File: config.mk
export PLATFORM = sky130hd
export DESIGN_NAME = md5_msg_padder_flat
export DESIGN_NICKNAME = d
export VERILOG_FILES = /design/src/rtl/md5_pkg.sv /design/src/rtl/md5_msg_padder_if.sv /design/src/rtl/md5_block_builder.sv /design/src/rtl/md5_msg_padder.sv /design/src/flat_wrapper.sv
export SDC_FILE = /design/constraint.sdc
export NUM_CORES = 1
export LEC_CHECK = 0
export CORE_AREA = 2 2 218 220
export DETAILED_ROUTE_END_ITERATION = 12
export DIE_AREA = 0 0 220 222
export PLACE_DENSITY = 0.85
export REMOVE_ABC_BUFFERS = 1
export SYNTH_ARGS = -nofsm -noshare
export SYNTH_HDL_FRONTEND = slang
export SYNTH_SLANG_ARGS = --single-unit
File: constraint.sdc
create_clock -name clk -period 4.3 [get_ports clk]
set_input_delay 0.43 -clock clk [delete_from_list [all_inputs] [get_ports clk]]
set_output_delay 0.43 -clock clk [all_outputs]
set_load 0.005 [all_outputs]
File: src/rtl/md5_pkg.sv
`default_nettype none
// ============================================================================
//  Module      : md5_pkg
//  Description : Shared types and constants for the MD5 message padder:
//                FSM state encoding, block geometry constants and the
//                byte-to-bit mapping of a 512-bit block.
//  Revision    : 1.0 - initial release
// ============================================================================
package md5_pkg;

    localparam int          MD5_BLOCK_BYTES = 64;
    localparam int          MD5_LEN_OFFSET  = 56;
    localparam logic [7:0]  MD5_PAD_BYTE    = 8'h80;

    typedef enum logic [2:0] {
        ST_IDLE       = 3'd0,
        ST_START      = 3'd1,
        ST_FILL       = 3'd2,
        ST_PAD        = 3'd3,
        ST_ISSUE_WAIT = 3'd4,
        ST_ISSUE      = 3'd5,
        ST_WAIT_DONE  = 3'd6
    } md5_state_t;

    // Block word i occupies [511-32i -: 32]; this returns its LSB position.
    function automatic int md5_word_lsb(input int word_idx);
        return 480 - 32 * word_idx;
    endfunction

    // Byte 0 of each word sits in the word's low byte.
    function automatic int md5_byte_lsb(input int byte_idx);
        return md5_word_lsb(byte_idx / 4) + 8 * (byte_idx % 4);
    endfunction

endpackage
`default_nettype wire

File: src/rtl/md5_msg_padder_if.sv
`default_nettype none
// ============================================================================
//  Module      : md5_msg_padder_if
//  Description : Word stream carrying the unpadded message into the padder.
//                master = message producer, slave = padder.
//                in_valid/in_ready handshake, in_data (byte 0 in [7:0]),
//                in_last marks the final word, in_nbytes its valid bytes.
//  Revision    : 1.0 - initial release
// ============================================================================
interface md5_msg_padder_if;

    logic        in_valid;
    logic        in_ready;
    logic [31:0] in_data;
    logic        in_last;
    logic [2:0]  in_nbytes;

    modport master (
        output in_valid,
        output in_data,
        output in_last,
        output in_nbytes,
        input  in_ready
    );

    modport slave (
        input  in_valid,
        input  in_data,
        input  in_last,
        input  in_nbytes,
        output in_ready
    );

endinterface
`default_nettype wire

File: src/rtl/md5_block_builder.sv
`default_nettype none
// ============================================================================
//  Module      : md5_block_builder
//  Description : Byte-addressed 64-byte block register.
//                wr_*  : write a word's valid bytes at a word-aligned
//                        pointer; the first write of a block (pointer 0)
//                        also clears every other byte.
//                pad_* : optional 0x80 at pad_ptr, zero from pad_ptr up.
//                len_* : with pad_en, place the 64-bit length in 56..63.
//                block : current block, word i at [511-32i -: 32].
//  Revision    : 1.0 - initial release
// ============================================================================
module md5_block_builder
    import md5_pkg::*;
(
    input  wire logic         clk,
    input  wire logic         rst,
    input  wire logic         wr_en,
    input  wire logic [6:0]   wr_ptr,
    input  wire logic [31:0]  wr_data,
    input  wire logic [2:0]   wr_nbytes,
    input  wire logic         pad_en,
    input  wire logic [6:0]   pad_ptr,
    input  wire logic         pad_mark,
    input  wire logic         len_en,
    input  wire logic [63:0]  len_val,
    output logic      [511:0] block
);

    logic [511:0] r_block;

    // Clearing lazily on the first write keeps the previous block stable
    // for the cycle following its strobe.
    always_ff @(posedge clk) begin
        if (rst) begin
            r_block <= '0;
        end else if (wr_en) begin
            for (int j = 0; j < MD5_BLOCK_BYTES; j++) begin
                if ((7'(j) >> 2) == (wr_ptr >> 2)) begin
                    if (3'(j % 4) < wr_nbytes)
                        r_block[md5_byte_lsb(j) +: 8] <= wr_data[8*(j%4) +: 8];
                    else
                        r_block[md5_byte_lsb(j) +: 8] <= 8'h00;
                end else if (wr_ptr == 7'd0) begin
                    r_block[md5_byte_lsb(j) +: 8] <= 8'h00;
                end
            end
        end else if (pad_en) begin
            for (int j = 0; j < MD5_BLOCK_BYTES; j++) begin
                if (7'(j) == pad_ptr && pad_mark)
                    r_block[md5_byte_lsb(j) +: 8] <= MD5_PAD_BYTE;
                else if (7'(j) >= pad_ptr)
                    r_block[md5_byte_lsb(j) +: 8] <= 8'h00;
            end
            // Later assignments win, so the length overrides the zero tail.
            if (len_en) begin
                for (int k = 0; k < 8; k++)
                    r_block[md5_byte_lsb(MD5_LEN_OFFSET + k) +: 8] <= len_val[8*k +: 8];
            end
        end
    end

    assign block = r_block;

endmodule
`default_nettype wire

File: src/rtl/md5_msg_padder.sv
`default_nettype none
// ============================================================================
//  Module      : md5_msg_padder
//  Description : Assembles an unpadded 32-bit word stream into MD5 blocks,
//                appends 0x80 / zero fill / 64-bit LE bit length and feeds
//                the core under its ready handshake.
//  Ports       : clk, rst (sync, active high); in_if (slave word stream);
//                core_init, core_msg_padded, core_msg_in_valid to the core;
//                core_ready, core_msg_out_valid from the core;
//                busy (message in progress), msg_done (final digest seen).
//  Revision    : 1.0 - initial release
// ============================================================================
module md5_msg_padder
    import md5_pkg::*;
#(
    parameter int LEN_W    = 64,
    parameter int INIT_GAP = 1
) (
    input  wire logic          clk,
    input  wire logic          rst,
    md5_msg_padder_if.slave    in_if,
    output logic               core_init,
    output logic [511:0]       core_msg_padded,
    output logic               core_msg_in_valid,
    input  wire logic          core_ready,
    input  wire logic          core_msg_out_valid,
    output logic               busy,
    output logic               msg_done
);

    md5_state_t       r_state, w_state_nxt;
    logic [1:0]       r_gap_cnt, w_gap_nxt;
    logic [6:0]       r_ptr, w_ptr_nxt;
    logic [LEN_W-1:0] r_len, w_len_nxt;
    logic             r_final, w_final_nxt;
    logic             r_pending, w_pending_nxt;   // length-only block still owed
    logic             r_pad_done, w_pad_done_nxt; // 0x80 already placed
    logic             r_msg_done, w_msg_done_nxt;

    logic             w_in_ready, w_accept;
    logic [2:0]       w_nbytes;
    logic [5:0]       w_bits;
    logic [6:0]       w_ptr_sum;
    logic             w_wr_en, w_pad_en, w_pad_mark, w_len_en;
    logic [63:0]      w_len64;

    assign w_in_ready = (r_state == ST_FILL) && (r_ptr < 7'(MD5_BLOCK_BYTES));
    assign w_accept   = in_if.in_valid && w_in_ready;
    assign w_nbytes   = !in_if.in_last ? 3'd4 :
                        (in_if.in_nbytes > 3'd4) ? 3'd4 : in_if.in_nbytes;
    assign w_bits     = {w_nbytes, 3'b000};
    assign w_ptr_sum  = r_ptr + {4'b0000, w_nbytes};

    generate
        if (LEN_W == 64) begin : g_len_full
            assign w_len64 = r_len;
        end else begin : g_len_zext
            assign w_len64 = {{(64-LEN_W){1'b0}}, r_len};
        end
    endgenerate

    always_ff @(posedge clk) begin
        if (rst) begin
            r_state    <= ST_IDLE;
            r_gap_cnt  <= '0;
            r_ptr      <= '0;
            r_len      <= '0;
            r_final    <= 1'b0;
            r_pending  <= 1'b0;
            r_pad_done <= 1'b0;
            r_msg_done <= 1'b0;
        end else begin
            r_state    <= w_state_nxt;
            r_gap_cnt  <= w_gap_nxt;
            r_ptr      <= w_ptr_nxt;
            r_len      <= w_len_nxt;
            r_final    <= w_final_nxt;
            r_pending  <= w_pending_nxt;
            r_pad_done <= w_pad_done_nxt;
            r_msg_done <= w_msg_done_nxt;
        end
    end

    always_comb begin
        w_state_nxt    = r_state;
        w_gap_nxt      = r_gap_cnt;
        w_ptr_nxt      = r_ptr;
        w_len_nxt      = r_len;
        w_final_nxt    = r_final;
        w_pending_nxt  = r_pending;
        w_pad_done_nxt = r_pad_done;
        w_msg_done_nxt = 1'b0;
        w_wr_en        = 1'b0;
        w_pad_en       = 1'b0;
        w_pad_mark     = 1'b0;
        w_len_en       = 1'b0;
        case (r_state)
            ST_IDLE: begin
                if (in_if.in_valid) begin
                    w_state_nxt    = ST_START;
                    w_gap_nxt      = '0;
                    w_ptr_nxt      = '0;
                    w_len_nxt      = '0;
                    w_final_nxt    = 1'b0;
                    w_pending_nxt  = 1'b0;
                    w_pad_done_nxt = 1'b0;
                end
            end
            ST_START: begin
                // First START cycle carries core_init, then INIT_GAP quiet cycles.
                if (r_gap_cnt == 2'(INIT_GAP))
                    w_state_nxt = ST_FILL;
                else
                    w_gap_nxt = r_gap_cnt + 2'd1;
            end
            ST_FILL: begin
                if (w_accept) begin
                    w_wr_en   = 1'b1;
                    w_ptr_nxt = w_ptr_sum;
                    w_len_nxt = r_len + LEN_W'(w_bits);
                    if (in_if.in_last) begin
                        w_state_nxt = ST_PAD;
                    end else if (w_ptr_sum == 7'(MD5_BLOCK_BYTES)) begin
                        w_final_nxt = 1'b0;
                        w_state_nxt = ST_ISSUE_WAIT;
                    end
                end
            end
            ST_PAD: begin
                // Pointer 64 means no room for 0x80; it moves to the next block.
                w_pad_en       = 1'b1;
                w_pad_mark     = !r_pad_done && (r_ptr < 7'(MD5_BLOCK_BYTES));
                w_pad_done_nxt = r_pad_done | w_pad_mark;
                if (r_ptr < 7'(MD5_LEN_OFFSET)) begin
                    w_len_en      = 1'b1;
                    w_final_nxt   = 1'b1;
                    w_pending_nxt = 1'b0;
                end else begin
                    w_final_nxt   = 1'b0;
                    w_pending_nxt = 1'b1;
                end
                w_state_nxt = ST_ISSUE_WAIT;
            end
            ST_ISSUE_WAIT: begin
                if (core_ready)
                    w_state_nxt = ST_ISSUE;
            end
            ST_ISSUE: begin
                if (r_final) begin
                    w_state_nxt = ST_WAIT_DONE;
                end else begin
                    w_ptr_nxt   = '0;
                    w_state_nxt = r_pending ? ST_PAD : ST_FILL;
                end
            end
            ST_WAIT_DONE: begin
                if (core_msg_out_valid) begin
                    w_msg_done_nxt = 1'b1;
                    w_state_nxt    = ST_IDLE;
                end
            end
            default: w_state_nxt = ST_IDLE;
        endcase
    end

    md5_block_builder u_builder (
        .clk       (clk),
        .rst       (rst),
        .wr_en     (w_wr_en),
        .wr_ptr    (r_ptr),
        .wr_data   (in_if.in_data),
        .wr_nbytes (w_nbytes),
        .pad_en    (w_pad_en),
        .pad_ptr   (r_ptr),
        .pad_mark  (w_pad_mark),
        .len_en    (w_len_en),
        .len_val   (w_len64),
        .block     (core_msg_padded)
    );

    assign in_if.in_ready    = w_in_ready;
    assign core_init         = (r_state == ST_START) && (r_gap_cnt == 2'd0);
    assign core_msg_in_valid = (r_state == ST_ISSUE);
    assign busy              = (r_state != ST_IDLE);
    assign msg_done          = r_msg_done;

endmodule
`default_nettype wire

File: src/flat_wrapper.sv
// flat-port wrapper written by rule: the top's interface ports become plain ports
module md5_msg_padder_flat import md5_pkg::*;
#(
    parameter int LEN_W    = 64,
    parameter int INIT_GAP = 1
)
  (clk, rst, core_init, core_msg_padded, core_msg_in_valid, core_ready, core_msg_out_valid, busy, msg_done, in_if_in_valid, in_if_in_data, in_if_in_last, in_if_in_nbytes, in_if_in_ready);
  md5_msg_padder_if in_if_i ();
  input  wire logic clk;
  input  wire logic rst;
  output logic core_init;
  output logic [511:0] core_msg_padded;
  output logic core_msg_in_valid;
  input  wire logic core_ready;
  input  wire logic core_msg_out_valid;
  output logic busy;
  output logic msg_done;
  input wire logic [$bits(in_if_i.in_valid)-1:0] in_if_in_valid;
  input wire logic [$bits(in_if_i.in_data)-1:0] in_if_in_data;
  input wire logic [$bits(in_if_i.in_last)-1:0] in_if_in_last;
  input wire logic [$bits(in_if_i.in_nbytes)-1:0] in_if_in_nbytes;
  output wire logic [$bits(in_if_i.in_ready)-1:0] in_if_in_ready;
  assign in_if_i.in_valid = in_if_in_valid;
  assign in_if_i.in_data = in_if_in_data;
  assign in_if_i.in_last = in_if_in_last;
  assign in_if_i.in_nbytes = in_if_in_nbytes;
  assign in_if_in_ready = in_if_i.in_ready;
  md5_msg_padder #(.LEN_W(LEN_W), .INIT_GAP(INIT_GAP)) u_core (.clk(clk), .rst(rst), .in_if(in_if_i), .core_init(core_init), .core_msg_padded(core_msg_padded), .core_msg_in_valid(core_msg_in_valid), .core_ready(core_ready), .core_msg_out_valid(core_msg_out_valid), .busy(busy), .msg_done(msg_done));
endmodule
# == After elaboration in Yosys (flattened, before gate mapping) ==
# Cells that the tools add are included.
# totals
elab_cells,712
inputBits,41
reg_bits,592
out_inout_bits,517
# classes
n_mux,237
n_reduce_logical,215
bitwise_logic,2
n_addsub,3
n_eq_ne,112
n_lt_le_gt_ge,71
# op_table
operator,count
$mux W8,197
$mux W512,2
$eq A6 B7 Y1 const A,32
$ge A6 B7 Y1 const A,32
$reduce_and A3 Y1,66
$mux W64,3
$reduce_bool A3 Y1,59
$pmux W64 S2,1
$eq A5 B7 Y1 const A,16
$ge A5 B7 Y1 const A,16
$logic_and A1 B1 Y1,68
$add A64 B6 Y64,1
$eq A4 B7 Y1 const A,8
$ge A4 B7 Y1 const A,8
$ne A3 B1 Y1 const B,16
$eq A4 B5 Y1 const A,8
$reduce_bool A4 Y1,8
$mux W3,10
$eq A3 B7 Y1 const A,4
$ge A3 B7 Y1 const A,4
$mux W7,3
$pmux W3 S7,1
$pmux W7 S3,1
$eq A3 B5 Y1 const A,4
other kinds (38),72

# == Logic depth before layout (Yosys ltp) ==
# depth
depth_word,9
mapped_depth,13
ltp_nobuf,9

# == Cells and area by module ==
# Synthesis repeated with hierarchy kept, for this count alone.
# unflattened
hier_cells,2825
hier_area_um2,25988.7
# by_module_without_submodules
mod,n_inst,seq_area_each_um2,cells_each,area_per_inst_um2
md5_block_builder,1,10249.8,2313,21844.7
md5_msg_padder,1,1541.5,512,4144.0

# == Worst setup path before layout ==
# OpenSTA, ideal clock, no wires.
# synth_path
path_kind,input port to flip-flop
from,input in_if_in_last
to,register u_core.r_len[27]
setup_ns,0.070
path_buffers,5
cell_stages,13
arrival_time_ns,2.883
slack_ns,1.346
required_ns,4.230
cell_sequence,buf_2 nand2b_1 clkbuf_1 clkbuf_1 nor2_1 ha_1 ha_1 o21a_1 o2111ai_1 clkbuf_1 clkbuf_1 o21ai_0 a21oi_1
# synth_via
elab_chain_len,4
# synth_lines
item,line,rtl
from (decl),flat_wrapper.sv:20,input wire logic [$bits(in_if_i.in_last)-1:0] in_if_in_last;
$mux W3,md5_msg_padder.sv:49,assign w_nbytes = !in_if.in_last ? 3'd4 :
$add A64 B6 Y64,md5_msg_padder.sv:120,w_len_nxt = r_len + LEN_W'(w_bits);
$mux W64,md5_msg_padder.sv:117,if (w_accept) begin
$pmux W64 S2,md5_msg_padder.sv:97,case (r_state)
to (signal assigned),md5_msg_padder.sv:76,r_len <= w_len_nxt;
to (decl),md5_msg_padder.sv:34,"logic [LEN_W-1:0] r_len, w_len_nxt;"
# Every way passes these cells. The select of a mux whose other input is x is not followed.
# A chain may end at the register's enable or synchronous reset.

# == Final worst setup path ==
# layout_path
from,register u_core.r_ptr[4]
to,register u_core.u_builder.r_block[107] (netlist: u_core.u_builder.block[107])
# layout_via
elab_chain_len,7
elab_cells_between_ends,20
classes_between,order compare: 2; eq/ne: 3; mux: 7; reduce/logical: 8
# layout_lines
item,line,rtl
from (decl),md5_msg_padder.sv:33,"logic [6:0] r_ptr, w_ptr_nxt;"
from (signal assigned),md5_msg_padder.sv:75,r_ptr <= w_ptr_nxt;
$lt A7 B7 Y1,"md5_msg_padder.sv:47, md5_msg_padder.sv:132",
$logic_and A1 B1 Y1 (on tied branches),"md5_msg_padder.sv:47, md5_msg_padder.sv:132",
$logic_and A1 B1 Y1 or $mux W1 (tied branches),"md5_msg_padder.sv:48, md5_msg_padder.sv:97",
$mux W1 or $logic_and A1 B1 Y1 (tied branches),"md5_msg_padder.sv:117, md5_block_builder.sv:50",
$mux W1 or $mux W8 (tied branches),"md5_msg_padder.sv:97, md5_block_builder.sv:50",
$ne A3 B1 Y1 (no line) (tied with other cells),-,
$reduce_and A3 Y1 (no line) or $mux W512 (tied branches),-,
"to (signal, indexed assignment)",md5_block_builder.sv:41,r_block[md5_byte_lsb(j) +: 8] <= wr_data[8*(j%4) +: 8];
"to (signal, indexed assignment)",md5_block_builder.sv:58,r_block[md5_byte_lsb(MD5_LEN_OFFSET + k) +: 8] <= len_val[8*k +: 8];
to (decl),md5_block_builder.sv:30,logic [511:0] r_block;
# Parallel ways exist; a longest one is shown, timed or not. The select of a mux whose other input is x is not followed.

==> out/qor.yml <==
h-tree-depth: 2
number_of_hold_violations_in_the_final_report: 0
layout_worst_path_cycle_share_pct: 81.6
die_h_um: 222
grt_start_max_net_pins: 90
routed_wl_per_cell_um: 27.0
synth.top_cell.area_share_pct: 50.4
final_net_count: 2970
via_per_inst: 6.57
synth_sequential_area_ratio_pct: 50.4
initial_antenna_violation_count: 1
cts_resized: 0
power.internal_mw: 8.71
ys_warn_count: 0
cts_buffers: 58
synth_enable_flop_cells: 0
first_pass_iters: 7
layout_commonest_cell: "sky130_fd_sc_hd__dfxtp_1"
timing.critical_path.slowest_stage_cell: "sky130_fd_sc_hd__dfxtp_1"
die_w_um: 220
crit_path_start_kind: "flop"
slew_headroom_pct: 21.9
io_pins: 558
grt.met3_usage_pct: 6.68
drt_iter0_markers: 3161
critical_path.cell_chain: "or3_1 > nor4_4 > buf_4 > a211oi_1 > o21ai_0 > a21oi_1"
fin_worst_skew_ps: 19.4
synth_flop_cell: "sky130_fd_sc_hd__dfxtp_1"
cap_violations: 0
final_layout_size_suffix_gt1_share_pct: 7.82
drc: 0
cts.path.max_buffers: 3
hold_path_startpoint: "rst"
area_growth_syn_to_fin_pct: 34.1
design_area_um2: 31400
maxClockFrequency_mhz: 285
grt_setup_unrepaired: "no"
period_minus_slack_ps: 3510
portBuffers: 557
whs_endpoint: "u_core.u_builder.block[509]"
power.clock.fraction_pct: 46.2
grt_usage_pct: 37.9
cts_hold_buffers: 0
grt_first_pass_wirelength_mm: 141
r2r.worst_path.cells: 6
core_area_um2: 46300
crit_path_start: "u_core.r_ptr[4]"
power.switching_mw: 2.74
run_status: "completed"
hold_class: "in -> reg"
endpoint_kind: "flop"
clk_pin_slew_ps: 70
r2r_setup_slack_ps: 790
netSwitchingFraction_pct: 23.9
synth.cell_area_um2: 23400
globalRouteMet1Util_pct: 47.3
power.leakage_nw: 10.9
postSynthAreaPerCell_um2: 9.54
pwr-share-comb_pct: 5.8
initial_utilization_pct: 50.6
gr-max-usage-layer: "met2"
post_route_hold_slack_ps: 337
data_arrival_time_of_the_critical_path_ps: 4040
clkLatencyLatePin_ps: 630
power_density_nw_per_um2: 365
number_of_global_route_vias_before_repair: 22000
rr_endpoint: "u_core.u_builder.block[107]"
slowest_delay_ps: 920
yosys.area.top_type: "sky130_fd_sc_hd__dfxtp_1"
top_library_cells_by_usage_in_the_layout_fill_and_taps_aside: "sky130_fd_sc_hd__dfxtp_1, sky130_fd_sc_hd__clkdlybuf4s50_1, sky130_fd_sc_hd__a22o_1, sky130_fd_sc_hd__nand2_1, sky130_fd_sc_hd__nor2_1"
cts_root_buffer: "sky130_fd_sc_hd__clkbuf_16"
worstPathMaxFanout: 26
vdd.ir_drop.worst_mv: 0.322
met2_capacity_usage_during_global_routing_pct: 60.2
placed_area_um2: 29400
die-area_um2: 48800
globalRoute.totalOverflow: 0
post_synth_inst_count: 2454
cts_setup_buffers: 0
synth_cell_types: 88
gp_routability_congestion: 0.954
timing_worst_slew_pin_value_ps: 1170
vias: 23500
rows: 79
reg2reg_from: "u_core.r_ptr[4]"
async_reset_ff_share_pct: 0
ys_seq_elements: 589
post_route_core_utilization_pct: 67.8
netlist_top_cells_area: "sky130_fd_sc_hd__dfxtp_1, sky130_fd_sc_hd__a22o_1, sky130_fd_sc_hd__nand2_1"
inserted_diodes: 0
power.sequential.fraction_pct: 47.9
clock_sink_count: 589
antenna_left: 0
worstHoldPathCells: 2
setup_viol: 0
slew_viol_final: 0
dp.final_hpwl_mm: 69.9
postRouteWirelength_mm: 96.7
cts_tree: "built"
criticalPathCategory: "reg -> reg"
data_required_critical_path_ps: 4830
## metrics by stage
stage                     total power [mW]  TNS, ps  instances  setup slack, ps
final                                 11.4        0       3575              793
after global routing                  11.7        0       3575              515
after CTS                             11.4        0       3575              972
after detailed placement              6.25        0       3468              962
after global placement                6.23        0       3468             1020
after floorplan                       5.90   -12280       2248             -504
## per-layer routing
metal	vias to the layer above	share of wire, %
li1	10200	-
met1	11200	37
met2	1688	46
met3	390	9.8
met4	0	7.0
met5	-	0
## power by group through the flow
stage	Combinational (mW)	Sequential, mW	Clock (mW)
after floorplan	0.303	5.60	0
after global placement	0.628	5.61	0
after detailed placement	0.639	5.61	0
after CTS	0.643	5.48	5.30
after global routing	0.692	5.48	5.52
final	0.667	5.49	5.29
## flip-flops by register name, summed over array words and instances (netlist names)
register and flops:
u_core.u_builder.block 512, u_core.r_len 61, u_core.r_ptr 7, u_core.r_state 3, u_core.r_gap_cnt 2, u_core.msg_done 1
u_core.r_final 1, u_core.r_pad_done 1, u_core.r_pending 1
## Yosys cell counts, types with 22 or more instances
master and n:
sky130_fd_sc_hd__a21oi_1 129, sky130_fd_sc_hd__a22o_1 259, sky130_fd_sc_hd__a22oi_1 113, sky130_fd_sc_hd__and2_1 30
sky130_fd_sc_hd__and3_1 24, sky130_fd_sc_hd__buf_1 22, sky130_fd_sc_hd__buf_2 61, sky130_fd_sc_hd__clkbuf_1 117
sky130_fd_sc_hd__dfxtp_1 589, sky130_fd_sc_hd__nand2_1 228, sky130_fd_sc_hd__nand2b_1 30, sky130_fd_sc_hd__nand3_1 35
sky130_fd_sc_hd__nand4_1 25, sky130_fd_sc_hd__nor2_1 153, sky130_fd_sc_hd__nor3_1 40, sky130_fd_sc_hd__o21ai_0 140
sky130_fd_sc_hd__o2bb2ai_1 79
## cells by family after synthesis
family / after synthesis / synth area share (%)
fa+ha+maj: 9 / 0.476
buf+inv: 226 / 4.05
simple gates: 689 / 14.9
compound gates: 913 / 29.1
xor+xnor: 8 / 0.299
flops: 589 / 50.4
mux: 20 / 0.866
## cell type report
class,count,area (um2)
Fill cell,3590,14900
Sequential cell,589,11800
Multi-Input combinational cell,1639,10800
Timing Repair Buffer,613,6010
Clock buffer,84,1680
Tap cell,607,759
Clock inverter,23,302
Inverter,20,75.1
## worst max-delay path by stage
| stage | slack, ps | to | depth (start not counted) |
|---|---|---|---|
| after detailed placement | 960 | u_core.u_builder.block[363] | 6 |
| after CTS | 970 | u_core.u_builder.block[254] | 5 |
| final | 790 | u_core.u_builder.block[107] | 6 |
| after global routing | 520 | u_core.u_builder.block[363] | 6 |
| after floorplan | -500 | u_core.u_builder.block[160] | 5 |
| after global placement | 1020 | u_core.u_builder.block[361] | 6 |
## critical path: cells and delay by family (launching register included)
family | cells | cell delay [ps]
AOI/OAI and AO/OA | 3 | 1350
DFF | 1 | 920
and+or+nand+nor | 2 | 850
buffers and inverters | 1 | 280
Power figures use the tool's default switching activity.
